===== src/rtl/shift_pipe_pkg.sv =====
// shift_pipe_pkg: shift-mode encodings shared by the shifter pipeline and its bus interface.
package shift_pkg;
  typedef enum logic [1:0] {
    SHIFT_SLL = 2'd0,
    SHIFT_SRL = 2'd1,
    SHIFT_SRA = 2'd2,
    SHIFT_ROR = 2'd3
  } shift_op_t;
endpackage


===== src/rtl/shift_pipe_if.sv =====
// shift_pipe_if: valid/ready operand and result channels of the barrel shifter; out_zero exists only with SHIFT_FLAGS_EN.
interface shift_pipe_if #(
  parameter int WIDTH = 32,
  parameter int SHW   = $clog2(WIDTH)
);
  import shift_pkg::*;
  logic             in_valid;
  logic             in_ready;
  logic [WIDTH-1:0] in_data;
  logic [SHW-1:0]   in_amt;
  shift_op_t        in_op;
  logic             out_valid;
  logic             out_ready;
  logic [WIDTH-1:0] out_data;
`ifdef SHIFT_FLAGS_EN
  logic             out_zero;
  modport master (output in_valid, in_data, in_amt, in_op, out_ready,
                  input  in_ready, out_valid, out_data, out_zero);
  modport slave  (input  in_valid, in_data, in_amt, in_op, out_ready,
                  output in_ready, out_valid, out_data, out_zero);
`else
  modport master (output in_valid, in_data, in_amt, in_op, out_ready,
                  input  in_ready, out_valid, out_data);
  modport slave  (input  in_valid, in_data, in_amt, in_op, out_ready,
                  output in_ready, out_valid, out_data);
`endif
endinterface


===== src/rtl/shift_pipe_stage.sv =====
// shift_stage: one pipeline slice that shifts by 2^K when its amount bit is set, then registers the beat.
module shift_stage
  import shift_pkg::*;
#(
  parameter int WIDTH = 32,
  parameter int K     = 0,
  parameter int SHW   = $clog2(WIDTH)
) (
  input  logic             clk,
  input  logic             rst,
  input  logic             adv,
  input  logic             src_valid,
  input  logic [WIDTH-1:0] src_data,
  input  shift_op_t        src_op,
  input  logic             src_sgn,
  input  logic [SHW-1:0]   src_amt,
  output logic             valid,
  output logic [WIDTH-1:0] data,
  output shift_op_t        op,
  output logic             sgn,
  output logic [SHW-1:0]   amt
);
  localparam int S = 1 << K;
  logic [WIDTH-1:0] srl, res;
  // SRA fills from the sign captured at entry, not from this stage's MSB
  always_comb begin
    srl = src_data >> S;
    res = !src_amt[K]           ? src_data :
          src_op == SHIFT_SLL   ? src_data << S :
          src_op == SHIFT_SRL   ? srl :
          src_op == SHIFT_SRA   ? srl | ({WIDTH{src_sgn}} & ~({WIDTH{1'b1}} >> S)) :
                                  srl | (src_data << (WIDTH - S));
  end
  always_ff @(posedge clk or posedge rst)
    if (rst) begin
      valid <= 1'b0;
      data  <= '0;
      op    <= SHIFT_SLL;
      sgn   <= 1'b0;
      amt   <= '0;
    end else if (adv) begin
      valid <= src_valid;
      data  <= res;
      op    <= src_op;
      sgn   <= src_sgn;
      amt   <= src_amt;
    end
endmodule


===== src/rtl/shift_pipe.sv =====
// shift_pipe: SHW-stage pipelined barrel shifter (SLL/SRL/SRA/ROR), MSB stage first; SHIFT_FLAGS_EN adds out_zero.
module shift_pipe
  import shift_pkg::*;
#(
  parameter int WIDTH = 32,
  parameter int SHW   = $clog2(WIDTH)
) (
  input logic        clk,
  input logic        rst,
  shift_pipe_if.slave bus
);
  logic             adv;
  logic [SHW:0]     v;
  logic [SHW:0]     s;
  logic [WIDTH-1:0] d [SHW+1];
  shift_op_t        o [SHW+1];
  logic [SHW-1:0]   a [SHW+1];
  logic             unused;
  // whole pipe moves as one; a stalled output freezes every stage, bubbles included
  assign adv          = bus.out_ready | ~bus.out_valid;
  assign bus.in_ready = adv;
  assign v[SHW]       = bus.in_valid;
  assign d[SHW]       = bus.in_data;
  assign o[SHW]       = bus.in_op;
  assign s[SHW]       = bus.in_data[WIDTH-1];
  assign a[SHW]       = bus.in_amt;
  for (genvar k = 0; k < SHW; k++) begin : g_stage
    shift_stage #(.WIDTH(WIDTH), .K(k), .SHW(SHW)) u_stage (
      .clk       (clk),
      .rst       (rst),
      .adv       (adv),
      .src_valid (v[k+1]),
      .src_data  (d[k+1]),
      .src_op    (o[k+1]),
      .src_sgn   (s[k+1]),
      .src_amt   (a[k+1]),
      .valid     (v[k]),
      .data      (d[k]),
      .op        (o[k]),
      .sgn       (s[k]),
      .amt       (a[k])
    );
  end
  assign bus.out_valid = v[0];
  assign bus.out_data  = d[0];
`ifdef SHIFT_FLAGS_EN
  assign bus.out_zero  = v[0] & ~|d[0];
`endif
  assign unused = ^{o[0], s[0], a[0]};
endmodule


===== src/flat_wrapper.sv =====
// flat-port wrapper written by rule: the top's interface ports become plain ports
module shift_pipe_flat import shift_pkg::*;
#(
  parameter int WIDTH = 32,
  parameter int SHW   = $clog2(WIDTH)
)
  (clk, rst, bus_in_valid, bus_in_data, bus_in_amt, bus_in_op, bus_out_ready, bus_in_ready, bus_out_valid, bus_out_data);
  shift_pipe_if #(.WIDTH(WIDTH), .SHW(SHW)) bus_i ();
  input logic clk;
  input logic rst;
  input wire logic [$bits(bus_i.in_valid)-1:0] bus_in_valid;
  input wire logic [$bits(bus_i.in_data)-1:0] bus_in_data;
  input wire logic [$bits(bus_i.in_amt)-1:0] bus_in_amt;
  input wire logic [$bits(bus_i.in_op)-1:0] bus_in_op;
  input wire logic [$bits(bus_i.out_ready)-1:0] bus_out_ready;
  output wire logic [$bits(bus_i.in_ready)-1:0] bus_in_ready;
  output wire logic [$bits(bus_i.out_valid)-1:0] bus_out_valid;
  output wire logic [$bits(bus_i.out_data)-1:0] bus_out_data;
  assign bus_i.in_valid = bus_in_valid;
  assign bus_i.in_data = bus_in_data;
  assign bus_i.in_amt = bus_in_amt;
  assign bus_i.in_op = bus_in_op;
  assign bus_i.out_ready = bus_out_ready;
  assign bus_in_ready = bus_i.in_ready;
  assign bus_out_valid = bus_i.out_valid;
  assign bus_out_data = bus_i.out_data;
  shift_pipe #(.WIDTH(WIDTH), .SHW(SHW)) u_core (.clk(clk), .rst(rst), .bus(bus_i));
endmodule

===== config.mk =====
export PLATFORM = sky130hd
export DESIGN_NAME = shift_pipe_flat
export DESIGN_NICKNAME = d
export VERILOG_FILES = /design/src/rtl/shift_pipe_pkg.sv /design/src/rtl/shift_pipe_if.sv /design/src/rtl/shift_pipe_stage.sv /design/src/rtl/shift_pipe.sv /design/src/flat_wrapper.sv
export SDC_FILE = /design/constraint.sdc
export NUM_CORES = 1
export LEC_CHECK = 0
export BUFFER_PORTS_ARGS = -buffer_cell sky130_fd_sc_hd__buf_2
export CAP_MARGIN = 20
export CORE_MARGIN = 1.5
export CORE_UTILIZATION = 25
export CTS_BUF_LIST = sky130_fd_sc_hd__clkbuf_4 sky130_fd_sc_hd__clkbuf_8
export DETAILED_ROUTE_END_ITERATION = 10
export GPL_ROUTABILITY_DRIVEN = 0
export GPL_TIMING_DRIVEN = 0
export RECOVER_POWER = 100
export SETUP_SLACK_MARGIN = 0.5
export SYNTH_ARGS = -nofsm -noshare
export SYNTH_HDL_FRONTEND = slang
export SYNTH_SLANG_ARGS = --single-unit

===== constraint.sdc =====
create_clock -name clk -period 6.9 [get_ports clk]
set_input_delay 1.035 -clock clk [delete_from_list [all_inputs] [get_ports clk]]
set_output_delay 1.035 -clock clk [all_outputs]
set_load 0.005 [all_outputs]

==> metrics, run 1 <==
outcome finished with violations; failing checks capacitance limit, slew limit; P_leak between 5 and 6 nW; synth top area cells dfrtp_1, o21ai_0, o211a_1, nand2_1, inv_1; register-to-register setup slack around 4000 ps; asr flop ratio synth 100.0%; root buf cell clkbuf_8; Final Hold Fails 0; later-pin clock latency in the skew report 500 ps; syn nets 1241; Setup CP Type in2out; GRT overflow 0; full die area 43620 um^2; Power Density 473.1 nW/um^2; Total Neg Setup Slack 0 ps; largest net degree at the start of global routing 99; nets 1336; post-synth top area share ~44%; total number of vias 9168; Max Clk Rate between 0.2 and 0.3 GHz; Critical Path End Type primary output; Fin Clk Skew 13.34 ps; final wirelength 32030 um; Iter 0 DRT Violations about 860; Synth Warn # 0; register bit total from synthesis 187; r2r endpoint u_core.g_stage[1].u_stage.sgn$_DFFE_PP0P_; Antenna diodes 0; setup slack after layout ~3100 ps; Post-DP HPWL 25050 um; Distinct cells, synth 28; clk buf depth 2; core box area around 42000 um^2; htree depth 4; Cell Area, Placed approximately 12000 um^2; Slew HR -170.1%; CP startpoint bus_out_ready; count leader, synth o21ai_0; drt first pass iters 6; Initial Utilization about 25%; drt drc 0; worst path arrival time 2740 ps; Post-synth EDFFs 0; PostCTS Resize Cnt 0; CTS hold repair buffers 0; final instance area 12060 um^2; area grow syn2layout 13.85%; Vias per Instance 4.969; CP Data Required Time 5860 ps; Startpoint Class input port; synth cell count leaders o21ai_0, dfrtp_1, nand2_1, inv_1, o211a_1; Mapped Area 10600 um^2; Hold Crit Start u_core.g_stage[1].u_stage.valid$_DFFE_PP0P_; FF-to-FF Start u_core.g_stage[0].u_stage.valid$_DFFE_PP0P_; Post-CTS Setup Inserts 0; clk slew on worst S/H paths approximately 100 ps; Syn Inst Count roughly 1200; final setup vio count 0; hold crit path type reg2reg; Avg Inst Size Synth 8.844 um^2; fin crit share 54.77%; Period minus WS final 3779 ps; CTS sink count 187; first-pass GRT wire length 50360 um; post-route ant nets 0; TritonCTS buffer count 17; vias in the first global route 8830; Max Slew Vio Count 90; Worst R2R Path Depth 7; RSZ-0062 raised after global routing false; post-synth top area cell dfrtp_1; CTS tree built; Post-synth top flop dfrtp_1; total power 5.706 mW; row cnt 75; Slew @ Worst Pin 4030 ps; Seq/Total Area, Yosys between 40% and 50%; CP Capture Point bus_in_ready; PortBufs 75; die width about 210 um; routed len/inst 17.36 um; antenna violations before repair 0; Place WS approximately 3500 ps; layout cells sized above 1 14.47%; final hold slack 473.7 ps; Die Span Y 208.9 um; max_cap viols 1; maximum vdd drop 0.0001742 V; Top Ports 77; # fillers ~4600; worst-path fanout max 10; Total GRT Usage 14.66%
==> logic make-up after synthesis <==
family | share of synthesized area (%)
AO/OA/AOI/OAI | 35.64
XOR/XNOR | 0.1536
buffers and inverters | 11.77
flip-flops | 44.17
multiplexers | 1.417
AND/OR/NAND/NOR | 6.849
==> how the worst min path moves through the flow <==
stage / endpoint / cells after the start
floorplan: u_core.g_stage[1].u_stage.valid$_DFFE_PP0P_ / 2
global placement: u_core.g_stage[1].u_stage.valid$_DFFE_PP0P_ / 2
detailed placement: u_core.g_stage[1].u_stage.valid$_DFFE_PP0P_ / 2
CTS: u_core.g_stage[1].u_stage.valid$_DFFE_PP0P_ / 2
global route: u_core.g_stage[0].u_stage.valid$_DFFE_PP0P_ / 1
finish: u_core.g_stage[1].u_stage.valid$_DFFE_PP0P_ / 2
==> cell usage in the layout (no fill, tap or decap), types with 9 or more instances in the layout <==
master,instances
a21oi_1,30
nand3_1,15
buf_2,85
inv_1,115
a221oi_1,16
buf_6,9
dfrtp_1,187
nand2_1,139
mux2i_1,15
buf_4,10
clkbuf_1,93
o22ai_1,40
o21ai_0,286
nor2b_1,15
a311oi_1,14
o22ai_2,28
o311a_1,30
buf_1,11
o211a_1,99
clkbuf_4,21
clkbuf_8,21
==> report_power, final <==
group	internal (mW)	switching (mW)	leakage, nW
registers	1.62	0.452	2.23
logic	1.13	1.71	3.41
clock network	0.364	0.422	0.205
==> flip-flops by register name (all words and copies together) (netlist names) <==
| register | flops |
|---|---|
| u_core.g_stage.u_stage.sgn | 4 |
| u_core.g_stage.u_stage.amt | 10 |
| u_core.g_stage.u_stage.data | 160 |
| u_core.g_stage.u_stage.valid | 5 |
| u_core.g_stage.u_stage.op | 8 |
==> layer usage <==
metal / wire length (um) / global-route usage [%] / up-vias
met5: 0 / 0 / -
met4: 873 / 4.748 / 0
met3: 2153 / 2.870 / 63
met2: 13880 / 22.26 / 350
met1: 15120 / 20.83 / 4330
li1: - / - / 4425
==> area by class of cell <==
class | count | area (um^2) | share of cell area [%]
well taps | 539 | 674.4 | 5.591
flip-flops and latches | 187 | 4679 | 38.79
clock buffers | 21 | 289.0 | 2.396
clock inverters | 11 | 131.4 | 1.089
plain buffers | 155 | 792.0 | 6.566
inverters | 117 | 440.4 | 3.651
multi-input cells | 739 | 4666 | 38.68
repair buffers | 76 | 390.4 | 3.236
==> worst max-delay path, cell delays in order <==
cell      delay [ps]
buf_2             90
nor2b_1          490
clkinv_1         170
clkbuf_1         310
clkbuf_1         420
clkbuf_2         220
==> per-stage QoR <==
stage / utilization (%) / cells
final: 28.82 / 1845
after floorplan: - / 1198
after detailed placement: 27.91 / 1813
after global placement: 27.82 / 1812
after global routing: 28.82 / 1845
after CTS: 28.91 / 1845
(Power assumes the default switching activity.)
==> run 2: changes to the inputs <==
==> constraint.sdc (replaced) <==
create_clock -name clk -period 3.93 [get_ports clk]
set_input_delay 0.5895 -clock clk [delete_from_list [all_inputs] [get_ports clk]]
set_output_delay 0.5895 -clock clk [all_outputs]
set_load 0.005 [all_outputs]
==> run 2 against run 1 <==
Compared with the run above:
- the flow still finishes with violations (capacitance limit, slew limit)
- sequential share of layout area grew 0.056 points
- clock power grew 59%
- clock skew grew 1.0 ps
- critical path depth shrank 1
- wire length grew 0.55%
- combinational power grew 76%
- via count grew 0.73%
==> metrics, run 2 (synthesis results as in run 1) <==
CTS hold repair buffers 0 (unchanged); max_cap viols 2 (+1); Power Density 821.1 nW/um^2 (+74%); register-to-register setup slack 1080 ps (-2960 ps); row cnt 75 (unchanged); WHS Path Cells 3 (+1); max FFs per register 160 (unchanged); FF-to-FF Start u_core.g_stage[0].u_stage.valid$_DFFE_PP0P_; nets 1339 (+0.22%); CTS sink count 187 (unchanged); root buf cell clkbuf_8; GRT overflow 0 (unchanged); Slew HR -28.66% (+140 points); routed len/inst 17.43 um (+0.39%); core box area 41850 um^2 (unchanged); PortBufs 75 (unchanged); Final Hold Fails 0 (unchanged); first-pass GRT wire length 50600 um (+0.46%); failing checks capacitance limit, slew limit; hold path endpoint u_core.g_stage[4].u_stage.amt[1]$_DFFE_PP0P_; Cell Area, Placed 11730 um^2 (+0.42%); Most flops, register u_core.g_stage.u_stage.data; drt drc 0 (unchanged); full die area 43620 um^2 (unchanged); die width 208.9 um (unchanged); worst path arrival time 2600 ps (-140 ps); Setup CP Type reg2out; Vias per Instance 4.997 (+0.57%); Worst R2R Path Depth 6 (-1); final wirelength 32210 um (+0.55%); htree depth 4 (unchanged); Place WS 1397 ps (-2088 ps); Finished Core Util 28.78% (-0.042 points); total power 9.890 mW (+73%); antenna violations before repair 0 (unchanged); CTS tree built; drt first pass iters 7 (+1); hold crit path type in2reg; layout cells sized above 1 14.36% (-0.11 points); Critical Path End Type primary output; PostCTS Resize Cnt 0 (unchanged); maximum vdd drop 0.0002849 V (+64%); clk buf depth 2 (unchanged); P_leak 5.841 nW (-0.20%); Total GRT Usage 14.71% (+0.050 points); fin crit share 81.06%; Post-DP HPWL 25400 um (+1.4%); top flop regs u_core.g_stage.u_stage.data (160), u_core.g_stage.u_stage.amt (10), u_core.g_stage.u_stage.op (8); RSZ-0062 raised after global routing false; area grow syn2layout 13.69%; largest net degree at the start of global routing 45 (-55%); Post-CTS Setup Inserts 0 (unchanged); total number of vias 9235 (+0.73%); Hold Crit Start bus_in_amt[1]; TritonCTS buffer count 17 (unchanged); vias in the first global route 8894 (+0.72%); Antenna diodes 0 (unchanged); r2r endpoint u_core.g_stage[1].u_stage.data[2]$_DFFE_PP0P_; Die Span Y 208.9 um (unchanged); Fin Clk Skew 14.37 ps (+1.035 ps); Iter 0 DRT Violations 761 (-11%); outcome finished with violations; CP Data Required Time 3340 ps (-2520 ps); later-pin clock latency in the skew report 500 ps (about the same); Period minus WS final 3186 ps; final instance area 12050 um^2 (-0.15%); Slew @ Worst Pin 1930 ps (-2100 ps); clk slew on worst S/H paths 100 ps (about the same); Max Clk Rate 0.3139 GHz; most frequent cells in the layout o21ai_0, dfrtp_1, nand2_1; Top Ports 77 (unchanged); Initial Utilization 25.32% (unchanged); Startpoint Class register; setup slack after layout 744.2 ps (-2377 ps); commonest non-fill, non-tap cell in the layout o21ai_0; post-route ant nets 0 (unchanged); Max Slew Vio Count 34 (-62%); worst-path fanout max 10 (unchanged); final setup vio count 0 (unchanged)
run 2: through the flow:
stage,hold slack [ps],setup TNS [ps],instances
2_1_floorplan,430.0,0,1198
6_report,309.5,0,1848
3_5_place_dp,451.8,0,1816
3_3_place_gp,446.0,-35680,1812
5_1_grt,298.6,0,1848
4_1_cts,223.3,0,1848
run 2: per-layer routing:
layer / part of all wire [%] / GRT usage, %
met2: 44 / 22.75
met5: 0 / 0
met4: 2.4 / 4.273
met1: 47 / 20.64
met3: 7.2 / 3.051
run 2: how the worst max path moves through the flow:
stage,endpoint,start,depth (start not counted),slack (ps)
3_3_place_gp,u_core.g_stage[0].u_stage.data[29]$_DFFE_PP0P_,rst,2,-210
4_1_cts,bus_in_ready,u_core.g_stage[0].u_stage.valid$_DFFE_PP0P_,5,980
2_1_floorplan,u_core.g_stage[0].u_stage.data[0]$_DFFE_PP0P_,rst,1,930
5_1_grt,bus_in_ready,u_core.g_stage[0].u_stage.valid$_DFFE_PP0P_,5,600
6_report,bus_in_ready,u_core.g_stage[0].u_stage.valid$_DFFE_PP0P_,5,740
3_5_place_dp,bus_in_ready,bus_out_ready,6,1400
run 2: critical path, cell delays in order (launching register included):
cell and delay, ps:
dfrtp_1 380, nor2b_1 530, clkinv_1 170, clkbuf_1 340
clkbuf_1 420, buf_2 250
run 2: cell type report:
class	instances	area, um^2
inverters	117	440.4
flip-flops and latches	187	4679
multi-input cells	739	4666
clock inverters	11	83.83
well taps	539	674.4
clock buffers	21	289.0
plain buffers	155	788.3
repair buffers	79	424.2
fillers	4505	29810
run 2: power breakdown:
part / total (mW) / switching [mW] / internal (mW)
sequential: 3.64 / 0.794 / 2.85
combinational: 5.00 / 3.02 / 1.98
clock: 1.25 / 0.735 / 0.511
total: 9.89 / 4.55 / 5.34
